**config.mk**
```make
export PLATFORM = sky130hd
export DESIGN_NAME = decoder_nto2n_seq
export DESIGN_NICKNAME = d
export VERILOG_FILES = /design/src/rtl/decoder_nto2n_seq.sv
export SDC_FILE = /design/constraint.sdc
export NUM_CORES = 1
export LEC_CHECK = 0
export BUFFER_PORTS_ARGS = -buffer_cell sky130_fd_sc_hd__buf_2
export CAP_MARGIN = 25
export CORE_UTILIZATION = 55
export CTS_CLUSTER_DIAMETER = 120
export CTS_CLUSTER_SIZE = 14
export DETAILED_ROUTE_END_ITERATION = 8
export PLACE_DENSITY = 0.86
export SKIP_CTS_REPAIR_TIMING = 1
export SLEW_MARGIN = 30
export SYNTH_ARGS = -nofsm -noshare
export SYNTH_HDL_FRONTEND = slang
export SYNTH_SLANG_ARGS = --single-unit
```
**constraint.sdc**
```tcl
create_clock -name clk -period 3.4 [get_ports clk]
set_clock_uncertainty 0.15 [all_clocks]
set_input_delay 0.34 -clock clk [delete_from_list [all_inputs] [get_ports clk]]
set_output_delay 0.34 -clock clk [all_outputs]
set_load 0.02 [all_outputs]
```
**src/rtl/decoder_nto2n_seq.sv**
```systemverilog
// Registered N-to-2^N one-hot decoder with a handshaked load port.
// Direct mode holds the decoded line; scan mode walks all lines with dwell.
module decoder_nto2n_seq #(
    parameter int N       = 3,
    parameter int DWELL_W = 4
) (
    input  logic                 clk,
    input  logic                 rst_n,
    input  logic                 en,
    input  logic                 stop,
    input  logic                 mode,
    input  logic [DWELL_W-1:0]   dwell,
    input  logic                 load_valid,
    input  logic [N-1:0]         load_code,
    output logic                 load_ready,
    output logic [(2**N)-1:0]    y,
    output logic [N-1:0]         idx,
    output logic                 active,
    output logic                 wrap
);

    localparam int W = 2**N;

    typedef enum logic [1:0] {
        IDLE   = 2'd0,
        DIRECT = 2'd1,
        SCAN   = 2'd2
    } state_e;

    state_e               state_q, state_d;
    logic [W-1:0]         y_q, y_d;
    logic [N-1:0]         idx_q, idx_d;
    logic [DWELL_W-1:0]   cnt_q, cnt_d;
    logic [DWELL_W-1:0]   dwell_q, dwell_d;
    logic                 mode_q, mode_d;
    logic                 wrap_q, wrap_d;
    logic                 accept;

    assign load_ready = en;
    assign accept     = load_valid && en;

    always_comb begin
        state_d = state_q;
        y_d     = y_q;
        idx_d   = idx_q;
        cnt_d   = cnt_q;
        dwell_d = dwell_q;
        mode_d  = mode_q;
        wrap_d  = 1'b0;
        if (stop) begin
            state_d = IDLE;
            y_d     = '0;
            idx_d   = '0;
            cnt_d   = '0;
        end else if (en) begin
            if (accept) begin
                idx_d   = load_code;
                y_d     = W'(1) << load_code;
                cnt_d   = '0;
                mode_d  = mode;
                dwell_d = dwell;
                state_d = mode ? SCAN : DIRECT;
            end else if (state_q == SCAN && mode_q) begin
                if (cnt_q == dwell_q) begin
                    // Advancing past the last line wraps to line 0.
                    cnt_d  = '0;
                    idx_d  = idx_q + N'(1);
                    y_d    = W'(1) << (idx_q + N'(1));
                    wrap_d = (idx_q == {N{1'b1}});
                end else begin
                    cnt_d = cnt_q + DWELL_W'(1);
                end
            end
        end
    end

    always_ff @(posedge clk) begin
        if (!rst_n) begin
            state_q <= IDLE;
            y_q     <= '0;
            idx_q   <= '0;
            cnt_q   <= '0;
            dwell_q <= '0;
            mode_q  <= 1'b0;
            wrap_q  <= 1'b0;
        end else begin
            state_q <= state_d;
            y_q     <= y_d;
            idx_q   <= idx_d;
            cnt_q   <= cnt_d;
            dwell_q <= dwell_d;
            mode_q  <= mode_d;
            wrap_q  <= wrap_d;
        end
    end

    assign y      = y_q;
    assign idx    = idx_q;
    assign wrap   = wrap_q;
    assign active = (state_q != IDLE);

endmodule

```
==> qor.txt <==
worst hold start -> dwell[0]
Synth top area share -> 0.396
Final Hold Vio Count -> 0
RSZ-0062 raised after global routing -> false
grt ovf -> 0
Crit Reg-Reg Startpoint -> idx[0]$_SDFFE_PP0P_
number of CTS-inserted buffers -> 3
WL/cell -> 14.1 um
Total Routing Usage GR -> 0.234
Lkg Pwr -> 0.595 nW
Worst setup EP type -> flop
DIE HEIGHT -> 48.0 um
critical path arrival -> 1940 ps
CP Launch Type -> flop
Synth Flop Type -> dfxtp_1
I/O pins -> 27
Syn-to-layout area delta -> 13.8%
worst skew pair latency -> 310 ps
die area -> 0.00230 mm2
period utilisation layout -> 0.536
clock root buffer -> clkbuf_4
CP max FO -> 7
# setup viols final -> 0
worst IR drop on VDD -> 274 uV
DR pass1 iterations -> 4
Bufs on Longest Clock Path -> 2
GPL Wtd Cong -> 0.945
Worst Setup SP -> idx[0]$_SDFFE_PP0P_
Via Count -> 1040
Synth warnings -> 0
vias in the first global route -> 903
Final Slew Violations -> 0
Final nets -> 165
ys async rst share -> 0
Synth area leader -> dfxtp_1
Max stage delay on crit path -> 390 ps
CTS clk-pin slew, worst paths -> 130 ps
synth top area cells -> dfxtp_1 40%, mux2i_1 8.6%, nor2b_1 3.8%
via density per instance -> 5.94
Hold/Removal Path Class -> in2reg
syn_nets -> 140
share of cells above drive strength 1 -> 0.236
H-tree depth -> 1
die span in x -> 48.0 um
Finished Core Util -> 0.667
WP data required -> 3520 ps
cell area after synthesis -> 0.00116 mm2
Most common cell on crit path -> ha_1
DRT iter0 DRCs -> 27
fin crit period -> 1820 ps
fmax -> 549 MHz
CTS Sinks -> 23
Slew headroom -> 0.573
Commonest cells post-synth -> 23 x dfxtp_1, 11 x nand2_1, 10 x mux2i_1, 7 x nor2_1, 7 x nor2b_1
Critical Path, Cell by Cell -> ha_1 -> ha_1 -> a211o_1 -> o31ai_1 -> nor3b_1 -> o22a_1
initial antenna violation count -> 0
Cells after Synth -> 124
critical path type -> reg2reg
TritonCTS clock tree -> done
Crit-path slowest cell -> dfxtp_1
Max Cap Violations -> 0
Tightest Pin Transition -> 639 ps
largest net degree at the start of global routing -> 14
Seq/Total Area, Yosys -> 0.396
Netlist cell types -> 38
Final TNS setup -> 0 ps
Starting Density -> 0.586
core box area -> 0.00198 mm2
Mean Syn Cell Area -> 9.37 um2
P per Cell Area -> 359 mW/mm2
Routed Antenna Nets -> 0
outcome -> complete, no violations
Buffers on Ports -> 26
filler instances -> 172
antenna diode count -> 0
first-pass GRT wire length -> 3760 um
num rows -> 16
most common cell in the synthesized netlist -> dfxtp_1
Remaining DRCs -> 0
wirelength, routed -> 2480 um
number of synthesized flops with an enable pin -> 0
HPWL after detailed placement -> 1900 um
Yosys reg bits -> 23
power breakdown:
| group | total, mW | switching, mW | internal [mW] |
|---|---|---|---|
| logic | 0.0673 | 0.0404 | 0.0269 |
| clock network | 0.128 | 0.0840 | 0.0439 |
| registers | 0.280 | 0.00472 | 0.275 |
| total | 0.475 | 0.129 | 0.346 |
stage by stage:
stage | std cells | area [um2] | total power [mW] | hold WS (ps) | setup WS (ps)
2_1_floorplan | 124 | 1160 | 0.331 | 303 | 1660
3_3_place_gp | 171 | 1290 | 0.350 | 291 | 1620
3_5_place_dp | 171 | 1290 | 0.352 | 293 | 1610
4_1_cts | 175 | 1320 | 0.474 | 127 | 1570
5_1_grt | 175 | 1320 | 0.491 | 134 | 1440
6_report | 175 | 1320 | 0.475 | 134 | 1580
placed cells by master, fill, tap and decap left out, types with 2 or more instances in the layout:
cell type and n:
o2bb2ai_1 5, dfxtp_1 23, nor2b_1 7, and3_1 3, clkbuf_4 3, nand3b_1 2
nor2_1 7, buf_2 26, o21ai_0 6, nand2_1 11, nand2b_1 3, nand4_1 2
a211oi_1 2, xnor2_1 2, xor2_1 4, o31ai_1 2, ha_1 3, a21oi_1 2
nand3_1 4, mux2i_1 10, nor3b_1 2, o211ai_1 3
critical path: cells and delay by family, from the launching register on:
family	cells	cell delay, ps
fa+ha+maj	2	550
compound gates	3	470
flops	1	390
simple gates	1	230
per-layer routing:
layer | GRT usage | part of all wire | vias to the layer above
met5 | 0 | 0 | -
met4 | 0.0889 | 0.0093 | 0
met3 | 0.0453 | 0.052 | 4
met2 | 0.400 | 0.50 | 44
met1 | 0.289 | 0.44 | 496
li1 | - | - | 496
area by class of cell:
type                       count  area [um2]  area share
clock buffer                   3        22.5      0.0170
clock inverter                 1        5.00     0.00378
multi-input combinational     95         671       0.507
sequential                    23         460       0.348
tap                           27        33.8      0.0255
timing repair buffer          26         130      0.0984
registers in the layout (all words and copies together) (netlist names):
signal	cells
wrap	1
idx	3
state_q	2
y	8
dwell_q	4
mode_q	1
cnt_q	4
worst paths after layout:
| path | slack, ps | to | cells past startpoint |
|---|---|---|---|
| setup / recovery | 1580 | y[0]$_SDFFE_PP0P_ | 6 |
| hold reg to reg | 320 | y[3]$_SDFFE_PP0P_ | 2 |
| hold / removal | 130 | dwell_q[0]$_SDFFE_PN0P_ | 3 |
| setup reg to reg | 1580 | y[0]$_SDFFE_PP0P_ | 6 |
cell families (layout without fill, tap and decap cells):
family / count (synthesis) / count (layout) / synth area share
flip-flops: 23 / 23 / 0.396
AND/OR/NAND/NOR: 48 / 48 / 0.233
multiplexers: 10 / 10 / 0.0861
AO/OA/AOI/OAI: 27 / 27 / 0.167
XOR/XNOR: 7 / 7 / 0.0592
buffers and inverters: 6 / 30 / 0.0269
adder cells (fa/ha/maj): 3 / 3 / 0.0323
No activity file was read; power rests on OpenSTA's default activity.
